## config.mk

```make
export PLATFORM = sky130hd
export DESIGN_NAME = numlock_gen_flat
export DESIGN_NICKNAME = d
export VERILOG_FILES = /design/src/rtl/numlock_gen_if.sv /design/src/rtl/numlock_gen.sv /design/src/flat_wrapper.sv
export SDC_FILE = /design/constraint.sdc
export NUM_CORES = 1
export LEC_CHECK = 0
export ABC_AREA = 1
export CAP_MARGIN = 20
export CORE_MARGIN = 2
export CORE_UTILIZATION = 50
export DETAILED_ROUTE_END_ITERATION = 6
export DONT_BUFFER_PORTS = 1
export PLACE_DENSITY = 0.76
export SYNTH_ARGS = -nofsm -noshare
export SYNTH_HDL_FRONTEND = slang
export SYNTH_SLANG_ARGS = --single-unit
export TNS_END_PERCENT = 1
```

## constraint.sdc

```tcl
create_clock -name clk -period 1.88 [get_ports clk]
set_input_delay 0.376 -clock clk [delete_from_list [all_inputs] [get_ports clk]]
set_output_delay 0.376 -clock clk [all_outputs]
set_load 0.1 [all_outputs]
```

## src/rtl/numlock_gen_if.sv

```systemverilog
`default_nettype none
// numlock_gen_if: keypad/programming inputs and lock status outputs of the combination lock.
// Revision: 1.0
interface numlock_gen_if #(
  parameter int SYM_W    = 1,
  parameter int CODE_LEN = 4,
  parameter int MAX_FAIL = 3
);
  localparam int IDX_W  = (CODE_LEN > 1) ? $clog2(CODE_LEN) : 1;
  localparam int EIDX_W = $clog2(CODE_LEN + 1);
  localparam int FAIL_W = $clog2(MAX_FAIL + 1);

  logic              key_stb;
  logic [SYM_W-1:0]  key_sym;
  logic              prog_we;
  logic [IDX_W-1:0]  prog_idx;
  logic [SYM_W-1:0]  prog_sym;
  logic              unlock;
  logic              lockout;
  logic [FAIL_W-1:0] fail_cnt;
  logic [EIDX_W-1:0] entry_idx;
  logic [4:0]        q_state;

  modport master (
    output key_stb, key_sym, prog_we, prog_idx, prog_sym,
    input  unlock, lockout, fail_cnt, entry_idx, q_state
  );

  modport slave (
    input  key_stb, key_sym, prog_we, prog_idx, prog_sym,
    output unlock, lockout, fail_cnt, entry_idx, q_state
  );
endinterface
`default_nettype wire

```

## src/rtl/numlock_gen.sv

```systemverilog
`default_nettype none
// numlock_gen: programmable combination lock with entry timeout and failure lockout.
// Revision: 1.0
module numlock_gen #(
  parameter int                          SYM_W        = 1,
  parameter int                          CODE_LEN     = 4,
  parameter logic [CODE_LEN*SYM_W-1:0]   DEFAULT_CODE = 4'b1101,
  parameter int                          OPEN_CYC     = 16,
  parameter int                          LOCK_CYC     = 64,
  parameter int                          MAX_FAIL     = 3,
  parameter int                          ENTRY_TO     = 255
) (
  input  wire             clk,
  input  wire             reset,
  numlock_gen_if.slave    bus
);
  localparam int EIDX_W  = $clog2(CODE_LEN + 1);
  localparam int FAIL_W  = $clog2(MAX_FAIL + 1);
  localparam int IDX_W   = (CODE_LEN > 1) ? $clog2(CODE_LEN) : 1;
  localparam int TMR_MAX = (OPEN_CYC > LOCK_CYC) ?
                           ((OPEN_CYC > ENTRY_TO) ? OPEN_CYC : ENTRY_TO) :
                           ((LOCK_CYC > ENTRY_TO) ? LOCK_CYC : ENTRY_TO);
  localparam int TMR_W   = $clog2(TMR_MAX + 1);

  localparam logic [4:0] c_IDLE  = 5'b00001;
  localparam logic [4:0] c_ENTER = 5'b00010;
  localparam logic [4:0] c_BAD   = 5'b00100;
  localparam logic [4:0] c_OPEN  = 5'b01000;
  localparam logic [4:0] c_LOCK  = 5'b10000;

  localparam logic [TMR_W-1:0]  c_OPEN_LAST = TMR_W'(OPEN_CYC - 1);
  localparam logic [TMR_W-1:0]  c_LOCK_LAST = TMR_W'(LOCK_CYC - 1);
  localparam logic [TMR_W-1:0]  c_TO_LAST   = TMR_W'((ENTRY_TO > 0) ? ENTRY_TO - 1 : 0);
  localparam logic [EIDX_W-1:0] c_LAST_IDX  = EIDX_W'(CODE_LEN - 1);

  logic [4:0]               r_state;
  logic [CODE_LEN*SYM_W-1:0] r_code;
  logic [EIDX_W-1:0]        r_eidx;
  logic [FAIL_W-1:0]        r_fail;
  logic [TMR_W-1:0]         r_tmr;

  logic [4:0]        w_state_nxt;
  logic [EIDX_W-1:0] w_eidx_nxt;
  logic [FAIL_W-1:0] w_fail_nxt;
  logic [TMR_W-1:0]  w_tmr_nxt;
  logic              w_fail_evt;
  logic [SYM_W-1:0]  w_exp_sym;
  logic              w_match;
  logic              w_last;
  logic              w_unlock;
  logic              w_lockout;

  always_ff @(posedge clk or posedge reset) begin
    if (reset) begin
      r_state <= c_IDLE;
      r_code  <= DEFAULT_CODE;
      r_eidx  <= '0;
      r_fail  <= '0;
      r_tmr   <= '0;
    end else begin
      r_state <= w_state_nxt;
      r_eidx  <= w_eidx_nxt;
      r_fail  <= w_fail_nxt;
      r_tmr   <= w_tmr_nxt;
      // Out-of-range indices match no slot and are dropped.
      if (r_state == c_IDLE && bus.prog_we) begin
        for (int i = 0; i < CODE_LEN; i++) begin
          if (bus.prog_idx == IDX_W'(i)) r_code[i*SYM_W +: SYM_W] <= bus.prog_sym;
        end
      end
    end
  end

  always_comb begin
    w_exp_sym = '0;
    for (int i = 0; i < CODE_LEN; i++) begin
      if (r_eidx == EIDX_W'(i)) w_exp_sym = r_code[i*SYM_W +: SYM_W];
    end
  end

  assign w_match = (bus.key_sym == w_exp_sym);
  assign w_last  = (r_eidx == c_LAST_IDX);

  always_comb begin
    w_state_nxt = r_state;
    w_eidx_nxt  = r_eidx;
    w_fail_nxt  = r_fail;
    w_tmr_nxt   = r_tmr;
    w_fail_evt  = 1'b0;
    case (r_state)
      c_IDLE: begin
        w_tmr_nxt = '0;
        if (bus.key_stb) begin
          if (CODE_LEN == 1) begin
            if (w_match) begin
              w_state_nxt = c_OPEN;
              w_fail_nxt  = '0;
            end else begin
              w_fail_evt = 1'b1;
            end
          end else begin
            w_state_nxt = w_match ? c_ENTER : c_BAD;
            w_eidx_nxt  = EIDX_W'(1);
          end
        end
      end
      c_ENTER, c_BAD: begin
        if (bus.key_stb) begin
          w_tmr_nxt = '0;
          if (w_last) begin
            if (w_match && r_state == c_ENTER) begin
              w_state_nxt = c_OPEN;
              w_eidx_nxt  = '0;
              w_fail_nxt  = '0;
            end else begin
              w_fail_evt = 1'b1;
            end
          end else begin
            w_eidx_nxt = r_eidx + EIDX_W'(1);
            if (!w_match) w_state_nxt = c_BAD;
          end
        end else if (ENTRY_TO > 0) begin
          // An abort is not a failure: fail count is left untouched.
          if (r_tmr == c_TO_LAST) begin
            w_state_nxt = c_IDLE;
            w_eidx_nxt  = '0;
            w_tmr_nxt   = '0;
          end else begin
            w_tmr_nxt = r_tmr + TMR_W'(1);
          end
        end
      end
      c_OPEN: begin
        if (r_tmr == c_OPEN_LAST) begin
          w_state_nxt = c_IDLE;
          w_tmr_nxt   = '0;
        end else begin
          w_tmr_nxt = r_tmr + TMR_W'(1);
        end
      end
      c_LOCK: begin
        if (r_tmr == c_LOCK_LAST) begin
          w_state_nxt = c_IDLE;
          w_tmr_nxt   = '0;
          w_fail_nxt  = '0;
        end else begin
          w_tmr_nxt = r_tmr + TMR_W'(1);
        end
      end
      default: begin
        w_state_nxt = c_IDLE;
        w_eidx_nxt  = '0;
        w_fail_nxt  = '0;
        w_tmr_nxt   = '0;
      end
    endcase
    if (w_fail_evt) begin
      w_eidx_nxt = '0;
      w_tmr_nxt  = '0;
      if (int'(r_fail) + 1 >= MAX_FAIL) begin
        w_state_nxt = c_LOCK;
        w_fail_nxt  = FAIL_W'(MAX_FAIL);
      end else begin
        w_state_nxt = c_IDLE;
        w_fail_nxt  = r_fail + FAIL_W'(1);
      end
    end
  end

  always_comb begin
    w_unlock  = (r_state == c_OPEN);
    w_lockout = (r_state == c_LOCK);
  end

  assign bus.unlock    = w_unlock;
  assign bus.lockout   = w_lockout;
  assign bus.fail_cnt  = r_fail;
  assign bus.entry_idx = r_eidx;
  assign bus.q_state   = r_state;
endmodule
`default_nettype wire

```

## src/flat_wrapper.sv

```systemverilog
// flat-port wrapper written by rule: the top's interface ports become plain ports
module numlock_gen_flat 
#(
  parameter int                          SYM_W        = 1,
  parameter int                          CODE_LEN     = 4,
  parameter logic [CODE_LEN*SYM_W-1:0]   DEFAULT_CODE = 4'b1101,
  parameter int                          OPEN_CYC     = 16,
  parameter int                          LOCK_CYC     = 64,
  parameter int                          MAX_FAIL     = 3,
  parameter int                          ENTRY_TO     = 255
)
  (clk, reset, bus_key_stb, bus_key_sym, bus_prog_we, bus_prog_idx, bus_prog_sym, bus_unlock, bus_lockout, bus_fail_cnt, bus_entry_idx, bus_q_state);
  numlock_gen_if #(.SYM_W(SYM_W), .CODE_LEN(CODE_LEN), .MAX_FAIL(MAX_FAIL)) bus_i ();
  input  wire clk;
  input  wire reset;
  input wire logic [$bits(bus_i.key_stb)-1:0] bus_key_stb;
  input wire logic [$bits(bus_i.key_sym)-1:0] bus_key_sym;
  input wire logic [$bits(bus_i.prog_we)-1:0] bus_prog_we;
  input wire logic [$bits(bus_i.prog_idx)-1:0] bus_prog_idx;
  input wire logic [$bits(bus_i.prog_sym)-1:0] bus_prog_sym;
  output wire logic [$bits(bus_i.unlock)-1:0] bus_unlock;
  output wire logic [$bits(bus_i.lockout)-1:0] bus_lockout;
  output wire logic [$bits(bus_i.fail_cnt)-1:0] bus_fail_cnt;
  output wire logic [$bits(bus_i.entry_idx)-1:0] bus_entry_idx;
  output wire logic [$bits(bus_i.q_state)-1:0] bus_q_state;
  assign bus_i.key_stb = bus_key_stb;
  assign bus_i.key_sym = bus_key_sym;
  assign bus_i.prog_we = bus_prog_we;
  assign bus_i.prog_idx = bus_prog_idx;
  assign bus_i.prog_sym = bus_prog_sym;
  assign bus_unlock = bus_i.unlock;
  assign bus_lockout = bus_i.lockout;
  assign bus_fail_cnt = bus_i.fail_cnt;
  assign bus_entry_idx = bus_i.entry_idx;
  assign bus_q_state = bus_i.q_state;
  numlock_gen #(.SYM_W(SYM_W), .CODE_LEN(CODE_LEN), .DEFAULT_CODE(DEFAULT_CODE), .OPEN_CYC(OPEN_CYC), .LOCK_CYC(LOCK_CYC), .MAX_FAIL(MAX_FAIL), .ENTRY_TO(ENTRY_TO)) u_core (.clk(clk), .reset(reset), .bus(bus_i));
endmodule
```

== Yosys cells after proc, flatten, opt, wreduce, memory -nomap -nowiden ==
Cells that the tools add are included.

* Logic and storage cells: 93
* Flip-flop bits (word level): 22
* Output and inout bits: 12

* Reductions and logical operators: 14
* Order comparisons: 1
* Equality and inequality tests: 26
* Multiplexer cells: 40
* Add/subtract/negate cells: 4

{| class="wikitable"
|+ Operators by type and width
! operator !! count
|-
| $mux W5 || 10
|-
| $mux W8 || 5
|-
| $ge A32 B3 Y1 const B || 1
|-
| $pmux W8 S3 || 1
|-
| $mux W3 || 7
|-
| $pmux W5 S4 || 1
|-
| $mux W2 || 6
|-
| $ne A3 B1 Y1 const B || 4
|-
| $ne A5 B4 Y1 const B || 2
|-
| $pmux W3 S3 || 1
|-
| $add A8 B1 Y8 const B || 1
|-
| $eq A8 B4 Y1 const B || 1
|-
| $eq A8 B6 Y1 const B || 1
|-
| $eq A8 B8 Y1 const B || 1
|-
| $mux W1 || 8
|-
| $reduce_and A2 Y1 || 4
|-
| $eq A3 B2 Y1 const B || 2
|-
| $ne A3 B2 Y1 const B || 2
|-
| $pmux W2 S3 || 1
|-
| $reduce_and A6 Y1 || 1
|-
| $reduce_or A2 Y1 || 3
|-
| $eq A5 B1 Y1 const B || 1
|-
| $eq A5 B2 Y1 const B || 1
|-
| $eq A5 B3 Y1 const B || 1
|-
| other kinds (16) || 19
|}

== Longest topological paths before layout ==
Gate-level depths: netlist of the first run.

* Depth after elaboration: 13
* Mapped depth: 13

== Least setup slack after synthesis of the first run ==
No wires, ideal clock.

* Kind: reg2out
* From: reg u_core.r_state[1] (netlist: u_core.bus.q_state[1])
* To: out bus_unlock
* Data arrival time: 1906 ps
* Setup slack: -402 ps
* Cell stages (with the launch flop): 4
* Cells stage by stage: dfrtp_1 -> nor2_4 -> nand4_2 -> inv_1

* Longest elaborated chain between the ends: 1

{| class="wikitable"
|+ RTL lines
! what !! RTL line !! RTL
|-
| start: declaration || numlock_gen.sv:36 || <nowiki>logic [4:0] r_state;</nowiki>
|-
| start signal: assignment || numlock_gen.sv:55 || <nowiki>r_state <= c_IDLE;</nowiki>
|-
| start signal: assignment || numlock_gen.sv:61 || <nowiki>r_state <= w_state_nxt;</nowiki>
|-
| $eq A5 B4 Y1 || numlock_gen.sv:171 || <nowiki>w_unlock = (r_state == c_OPEN);</nowiki>
|-
| end: declaration || flat_wrapper.sv:21 || <nowiki>output wire logic [$bits(bus_i.unlock)-1:0] bus_unlock;</nowiki>
|}

Every way passes these cells.

== Worst setup path after layout of the first run ==
* From: reg u_core.r_state[1] (netlist: u_core.bus.q_state[1])
* To: out bus_lockout

* Longest elaborated chain between the ends: 1

{| class="wikitable"
|+ RTL lines
! what !! RTL line !! RTL
|-
| $eq A5 B5 Y1 || numlock_gen.sv:172 || <nowiki>w_lockout = (r_state == c_LOCK);</nowiki>
|-
| end: declaration || flat_wrapper.sv:22 || <nowiki>output wire logic [$bits(bus_i.lockout)-1:0] bus_lockout;</nowiki>
|}

Every way passes these cells.

==> run metrics, run 1 <==
antenna violations before repair=0; TritonRoute pass-1 iters=4; Residual DRC=0; Synth area leader=dfrtp_1; switching portion of total power=0.5311; Slew @ Worst Pin=0.5828 ns; first-pass GRT wire length=4933 um; endpoints failing setup=0; Die X=57.51 um; largest net degree at the start of global routing=16; sw power=0.001190 W; flop and latch count out of synthesis=22; clk sinks=22; crit share post-route=0.9589; post-synthesis instance area=1431 um2; share of cells above drive strength 1=0.3000; Clock Path Buffers=2; final hold vios=0; crit path max fanout=5; Synth Instances=181; VDD IR max=1004 uV; Required @ worst endpoint=1.50 ns; Avg Synthesized Cell Area=7.908 um2; worst min-delay path class=input port to async pin; RD Place Congestion=0.7913; clock slew at reported path FFs=0.12 ns; CTS Hold Buffers Added=0; num ports=20; Setup crit start kind=register; routed len/inst=12.27 um; die area=3307 um2; Post-layout nets=215; clk_skew=0.002128 ns; number of antenna diodes=0; Slew Limit Fails=0; CTS tree=built; total grt overflow=0; Design Area, Final=1659 um2; headroom to the max-slew limit=0.6110; CTS buffer count=3; total of max-cap violations=0; Slowest cell on crit path=dfrtp_2; synthesized net count=195; Root Driver=clkbuf_4; CORE AREA=2734 um2; IO buf count=0; pwr/cell area=1351 nW/um2; die height=57.51 um; overall power=0.002241 W; RSZ-0062 raised after global routing=no; clock period minus worst slack=1.803 ns; fin cells=231; DP Worst Slack=0.2881 ns; Synth area leaders=dfrtp_1, nand2_1, dfstp_2; vias in the first global route=1181; Clk pwr share=0.098; htree depth=1; leak pwr=0.8021 nW; Vias/cell=5.069; sequential power share=0.318; final design utilization=0.6069; combinational share of power=0.584; fin worst setup slack=0.07734 ns; share of the synthesized area in the top cell type=0.3147; status=complete, no violations; initial core utilization=0.5236; Area growth, synth to finish=15.91%; First DRT Iteration DRCs=41; Post-DP Area=1607 um2; via count=1171; GR Util All Layers=0.1887; WS Path Type=register to output port; DP Wirelength=2326 um; WL final=2834 um; CP arrival=1.43 ns; Yosys warnings=0; Highest Clock Rate=0.5547 GHz; Worst path max stage delay=0.47 ns; crit path cell chain=nor2_4 -> nand3_2 -> clkinvlp_4 -> buf_12; post-placement cell count=225; Int Power=0.001051 W; # rows=19; synth unique cells=25; CP endpoint kind=output port; Seq/Total Area, Yosys=0.3881; later-pin clock latency in the skew report=0.30 ns; ANT nets after route=0
==> final timing paths <==
kind / start / endpoint / slack [ns] / depth (start not counted)
worst max-delay path: u_core.bus.q_state[1] / bus_lockout / 0.08 / 4
worst max register to register: u_core.bus.q_state[1] / u_core.r_code[0] / 0.28 / 6
max in group asynchronous: reset / u_core.r_tmr[3] / 1.34 / 2
min in group clk: bus_key_stb / u_core.bus.entry_idx[2] / 0.22 / 2
worst min-delay path: reset / u_core.r_code[1] / 0.007 / 1
worst min register to register: u_core.r_code[2] / u_core.r_code[2] / 0.49 / 2
==> routing by layer <==
metal | share of wire | GRT usage
met5 | 0 | 0
met1 | 0.41 | 0.2277
met4 | 0.0028 | 0.06977
met3 | 0.035 | 0.03175
met2 | 0.55 | 0.3344
==> cell usage after synthesis <==
master / count
ha_1: 6
o21a_1: 1
nand2_4: 1
nand4_2: 3
inv_1: 27
nor3_1: 2
o21ai_0: 6
and3_1: 2
a21oi_1: 4
xor2_1: 2
nand3_2: 5
nor4_4: 1
nand3_1: 14
nor3b_2: 1
nor2_2: 4
nor2_1: 15
xnor2_1: 1
nand2_2: 2
inv_2: 6
dfstp_2: 4
nor2_4: 7
a31oi_1: 1
o21ai_1: 7
dfrtp_1: 18
nand2_1: 41
==> cell type report <==
| class | instances | area (um2) |
|---|---|---|
| Multi-Input combinational cell | 126 | 763.2 |
| Clock buffer | 4 | 26.28 |
| Timing Repair Buffer | 15 | 137.6 |
| Inverter | 33 | 131.4 |
| Tap cell | 31 | 38.79 |
| Sequential cell | 22 | 561.8 |
| Fill cell | 240 | 1075 |
==> placed cells by master, fill, tap and decap left out <==
cell type   count
nand2_4         1
clkbuf_4        3
o21ai_1         7
nor2_1         14
nand4_4         1
inv_2           6
and3_1          2
xnor2_1         1
xor2_1          2
dfrtp_1        13
clkinvlp_4      2
ha_1            6
clkbuf_1        1
nand3_2         5
a21oi_1         4
o21ai_0         6
nand2_1        41
a31oi_1         1
nand2_2         2
nand4_2         2
nor2_4          7
dfrtp_2         5
nor2_2          5
o21a_1          1
dfstp_2         4
buf_4          13
nor4_4          1
inv_1          25
nor3b_2         1
nand3_1        14
buf_12          2
nor3_1          2
==> kinds of logic after synthesis <==
family / count (synthesis) / synth area share
buffers and inverters: 33 / 0.08654
adder cells (fa/ha/maj): 6 / 0.05245
flip-flops: 22 / 0.3881
AO/OA/AOI/OAI: 19 / 0.06906
AND/OR/NAND/NOR: 98 / 0.3855
XOR/XNOR: 3 / 0.01836
==> through the flow <==
step,TNS (ns),hold WS (ns)
floorplan,-0.4322,0.3619
global placement,0,0.3603
detailed placement,0,0.3645
CTS,0,0.02205
global route,0,0.04981
finish,0,0.007080
==> power groups by stage <==
stage | Clock [W] | Combinational, W | Sequential [W]
detailed placement | 0 | 0.00129 | 0.000723
CTS | 0.000231 | 0.00130 | 0.000713
global placement | 0 | 0.00124 | 0.000716
floorplan | 0 | 0.000610 | 0.00115
finish | 0.000220 | 0.00131 | 0.000712
global route | 0.000242 | 0.00144 | 0.000725
==> sequential cells by signal, summed over array words and instances (netlist names) <==
| register | count |
|---|---|
| u_core.r_tmr | 8 |
| u_core.bus.q_state | 5 |
| u_core.r_code | 4 |
| u_core.bus.entry_idx | 3 |
| u_core.bus.fail_cnt | 2 |
==> critical path, delay by kind of cell (launching register included) <==
kind                   cells  cell delay [ns]
AND/OR/NAND/NOR            2             0.36
flip-flops                 1             0.47
buffers and inverters      2             0.30
==> what timing repair did <==
item / 4_1_cts / 5_1_grt
buffers inserted: 0 / 2
setup endpoints to repair: 1 / 2
hold endpoints to repair: 0 / 0
gates resized for setup: 1 / 1
Power figures use the tool's default switching activity.
==> run 2, diff against run 1 <==
--- a/config.mk
+++ b/config.mk
@@ -7,11 +7,11 @@
 export LEC_CHECK = 0
 export ABC_AREA = 1
 export CAP_MARGIN = 20
-export CORE_MARGIN = 2
 export CORE_UTILIZATION = 50
 export DETAILED_ROUTE_END_ITERATION = 6
 export DONT_BUFFER_PORTS = 1
 export PLACE_DENSITY = 0.76
+export SLEW_MARGIN = 10
 export SYNTH_ARGS = -nofsm -noshare
 export SYNTH_HDL_FRONTEND = slang
 export SYNTH_SLANG_ARGS = --single-unit
==> run metrics, run 2 (synthesis results as in run 1) <==
commonest non-fill, non-tap cells in the layout=nand2_1, inv_1, nor2_1, nand3_1, dfrtp_1; VDD IR max=1060 uV (+5.5%); Slew Limit Fails=0 (unchanged); Setup crit start kind=register; via count=1190 (+1.6%); # rows=19 (unchanged); worst min-delay path class=input port to register; crit share post-route=0.9727 (+0.01384); Required @ worst endpoint=1.50 ns (about the same); total of max-cap violations=0 (unchanged); total grt overflow=0 (unchanged); RSZ-0062 raised after global routing=yes; FF-to-FF Start=u_core.bus.entry_idx[0]; endpoints failing setup=0 (unchanged); clock period minus worst slack=1.829 ns (+0.02602 ns); antenna violations before repair=0 (unchanged); leak pwr=0.7957 nW (-0.80%); crit path max fanout=6 (+1); final design utilization=0.6078 (+0.0009150); num ports=20 (unchanged); delay-heaviest family, CP=flip-flops; clk sinks=22 (unchanged); Design Area, Final=1662 um2 (+0.15%); htree depth=1 (unchanged); crit path cell chain=nor2_4 -> nand4_4 -> clkinvlp_4 -> buf_12; pwr/cell area=1353 nW/um2 (+0.15%); fin worst setup slack=0.05131 ns (-0.02602 ns); ANT nets after route=0 (unchanged); Hold WS=0.2041 ns (+0.1971 ns); TritonRoute pass-1 iters=4 (unchanged); Root Driver=clkbuf_4; first-pass GRT wire length=5085 um (+3.1%); CORE AREA=2734 um2 (unchanged); Slowest cell on crit path=dfrtp_2; CP endpoint kind=output port; vias in the first global route=1184 (+0.25%); CP Launch Point=u_core.bus.q_state[1]; Worst path max stage delay=0.49 ns (+0.02 ns); Final TNS setup=0 ns (unchanged); Levels on crit path=4 (unchanged); status=complete, no violations; DP Worst Slack=0.2899 ns (+0.001832 ns); Highest Clock Rate=0.5468 GHz (-1.4%); largest net degree at the start of global routing=14 (-2); Vias/cell=5.174 (+2.1%); Clock Path Buffers=2 (unchanged); initial core utilization=0.5236 (unchanged); min-delay src=bus_prog_idx[1]; Post-layout nets=214 (-0.47%); CP arrival=1.45 ns (+0.02 ns); GR Util All Layers=0.2097 (+0.02103); clk_skew=0.003050 ns (+0.0009221 ns); most common cell after layout, fill and taps aside=nand2_1; later-pin clock latency in the skew report=0.31 ns (about the same); Residual DRC=0 (unchanged); Critical R2R Capture=u_core.bus.q_state[2]; RD Place Congestion=0.8241 (+4.1%); Critical Path Sink=bus_unlock; die area=3081 um2 (-6.8%); Top reg by flops=u_core.r_tmr; routed len/inst=12.65 um (+3.1%); share of cells above drive strength 1=0.2915 (-0.008543); WL final=2910 um (+2.7%); DP Wirelength=2372 um (+2.0%); Reg2Reg Setup Slack=0.27 ns (about the same); WP buf/inv=2 (unchanged); post-CTS setup buffers=0 (unchanged); Area growth, synth to finish=16.08%; CTS buffer count=3 (unchanged); max FFs per register=8 (unchanged); CTS tree=built; number of antenna diodes=0 (unchanged); final hold vios=0 (unchanged); Slew @ Worst Pin=0.5016 ns (-0.08129 ns); Reg2Reg Depth=13 (+7); die height=55.51 um (-3.5%); IO buf count=0 (unchanged); Die X=55.51 um (-3.5%); First DRT Iteration DRCs=36 (-12%); WS Path Type=register to output port; clock slew at reported path FFs=0.13 ns (about the same); headroom to the max-slew limit=0.6653 (+0.05425); Post-DP Area=1607 um2 (unchanged)
[run 2: cell type report]
type / instances / area [um2]
timing repair buffer: 14 / 132.6
clock buffer: 4 / 26.28
tap: 31 / 38.79
inverter: 33 / 131.4
sequential: 22 / 561.8
fill: 249 / 1072
multi-input combinational: 126 / 770.7
[run 2: worst min-delay path by stage]
| stage | slack [ns] | depth (start not counted) | end |
|---|---|---|---|
| 2_1_floorplan | 0.36 | 1 | u_core.bus.entry_idx[2] |
| 3_3_place_gp | 0.32 | 1 | u_core.r_code[1] |
| 3_5_place_dp | 0.33 | 1 | u_core.r_code[1] |
| 4_1_cts | 0.20 | 2 | u_core.r_code[2] |
| 5_1_grt | 0.19 | 2 | u_core.r_code[2] |
| 6_report | 0.20 | 2 | u_core.r_code[2] |
[run 2: report_power, final]
part           internal, W  total [W]  leakage, nW  switching [W]
clock            0.0000828   0.000231       0.0150       0.000148
combinational     0.000342    0.00130        0.501       0.000959
sequential        0.000616   0.000716        0.279       0.000100
total              0.00104    0.00225        0.796        0.00121
[run 2: worst reg2reg max path, delay by kind of cell (launching register included)]
| kind | cells | cell delay [ns] |
|---|---|---|
| and+or+nand+nor | 9 | 0.67 |
| DFF | 1 | 0.46 |
| adders and majority gates | 1 | 0.17 |
| buffers and inverters | 2 | 0.15 |
| AOI/OAI and AO/OA | 1 | 0.06 |
[run 2: repair_timing]
action | 4_1_cts | 5_1_grt
hold buffers | 1 | 0
pin swaps | 0 | 1
endpoints found under the hold margin | 8 | 0
resized for setup | 2 | 1
endpoints found under the setup margin | 1 | 2
[run 2: per-stage QoR]
step	power, W	std cells
after CTS	0.002253	230
after global routing	0.002393	230
after global placement	0.001957	225
after detailed placement	0.002010	225
final	0.002248	230
after floorplan	0.001757	181
[run 2: routing by layer]
| layer | vias up | track usage | wire (um) |
|---|---|---|---|
| met5 | - | 0 | 0 |
| met4 | 0 | 0.1000 | 37 |
| met3 | 4 | 0.02810 | 103 |
| met2 | 28 | 0.3666 | 1596 |
| met1 | 552 | 0.2534 | 1173 |
| li1 | 606 | - | - |
==> variant (settings of run 1) <==
`ENTRY_TO` is set to 255 in 2 places; all go to 510.
--- a/src/rtl/numlock_gen.sv
+++ b/src/rtl/numlock_gen.sv
@@ -9,5 +9,5 @@
   parameter int                          LOCK_CYC     = 64,
   parameter int                          MAX_FAIL     = 3,
-  parameter int                          ENTRY_TO     = 255
+  parameter int                          ENTRY_TO     = 510
 ) (
   input  wire             clk,
--- a/src/flat_wrapper.sv
+++ b/src/flat_wrapper.sv
@@ -8,5 +8,5 @@
   parameter int                          LOCK_CYC     = 64,
   parameter int                          MAX_FAIL     = 3,
-  parameter int                          ENTRY_TO     = 255
+  parameter int                          ENTRY_TO     = 510
 )
   (clk, reset, bus_key_stb, bus_key_sym, bus_prog_we, bus_prog_idx, bus_prog_sym, bus_unlock, bus_lockout, bus_fail_cnt, bus_entry_idx, bus_q_state);
Behaviour: same outputs for any inputs over 10 cycles, from zero or initial values and one cycle with reset high; that may be too few to reach the edited logic, so the function may still have changed.
==> variant against run 1 <==
  * Fmax shrank 3.8%
  * Synthesized area shrank 0.79%
  * Highest routed layer unchanged
  * Register-to-register slack lost 0.15 ns
  * Worst setup slack lost 0.071 ns
  * Total power shrank 13%
  * Wire length grew 5.5%
  * Sequential cell count grew 1
  * Final area grew 0.45%
  * Sequential power is essentially flat
  * Clock skew grew 0.0050 ns
==> variant: results (changes against run 1) <==
[run_status]
status = finished clean  ; unchanged

[synthesis]
synth_adder_area_share_pct = 5.286  ; was 5.245%
ys_ff_latch = 23  ; was 22
syn_nets = 194  ; was 195
synth_compound_area_share_pct = 5.903  ; was 6.906%
ys_seq_area_share_pct = 40.88  ; was 38.81%
synth-xor-area-share_pct = 3.084  ; was 1.836%
synth_top_area_share_pct = 33.48  ; was 31.47%
synth_area_leaders = dfrtp_1 33%, nand2_1 10%, inv_1 7.7%  ; was dfrtp_1 31%, nand2_1 11%, dfstp_2 7.3%

[setup_path]
arrival_ns = 1.50  ; was 1.43 ns
reg2reg_to = u_core.bus.entry_idx[1]  ; was u_core.r_code[0]
regToRegSetupSlack_ns = 0.13  ; was 0.28 ns
slowest_stage = dfstp_4  ; was dfrtp_2
r2r_cells = 7  ; was 6
reg2reg_from = u_core.bus.q_state[0]  ; was u_core.bus.q_state[1]

[place]
place_area_mm2 = 0.001588  ; was 0.001607 mm2
place_ws_ns = 0.1026  ; was 0.2881 ns

[routing]
wl_met2_um = 1541  ; was 1562 um
vias_per_cell = 5.056  ; was 5.069
wl_met1_um = 1321  ; was 1164 um

[finish]
final-clk-cell-share_pct = 1.652  ; was 1.584%
finalNetCount = 216  ; was 215
clock_buffers = 3  ; was 4
regArea_um2 = 589.3  ; was 561.8 um2
buf_share_pct = 9.234  ; was 8.296%
multi_input_area_share_pct = 44.44  ; was 46.00%
buffers = 18  ; was 15
post-route-util_pct = 60.96  ; was 60.69%
layout-drive-gt1-share_pct = 28.36  ; was 30.00%
inv_count = 30  ; was 33

[grt]
grt_use_met3_pct = 2.948  ; was 3.175%
grt_pass1_wl_um = 5009  ; was 4933 um
use_met1_pct = 25.07  ; was 22.77%
use_met2_pct = 33.99  ; was 33.44%
grt_pass1_vias = 1172  ; was 1181
grt_max_degree = 15  ; was 16

[power_and_ir_drop]
vdd_drop_max_v = 0.001136  ; was 0.001004 V
switching_power_mw = 0.9704  ; was 1.190 mW
leakage_nw = 0.8010  ; was 0.8021 nW

[timing]
worst_clock_skew_ns = 0.007131  ; was 0.002128 ns
fmax_mhz = 533.7  ; was 554.7 MHz
max-slew-margin-rel_pct = 74.98  ; was 61.10%

[worst_hold_path]
hp-class = in -> reg  ; was in -> async

-- variant: cell count changes in the layout (fill, tap and decap cells not counted), moves of 3 or more --
cell	delta
nor2_1	+7
nand2_1	-6
nand2_2	+6
inv_2	-5
nand4_1	+4
nor3_2	+4
o21ai_1	-4
inv_1	+3
nor2_2	-3
o21ai_0	+3
-- variant: power by group through the flow --
stage / Combinational (mW) / Sequential (mW) / Clock (mW)
3_5_place_dp: 0.974 / 0.722 / 0
3_3_place_gp: 0.952 / 0.713 / 0
5_1_grt: 1.11 / 0.724 / 0.259
2_1_floorplan: 0.503 / 0.993 / 0
6_report: 1.01 / 0.712 / 0.229
4_1_cts: 0.978 / 0.712 / 0.240
-- variant: timing repair --
item | in CTS | in global routing
gates resized for setup | 1 | 4
buffers inserted | 1 | 2
gates cloned | 0 | 0
hold endpoints to repair | 9 | 0
hold buffers | 1 | 0
pin swaps | 1 | 0
setup endpoints to repair | 1 | 5
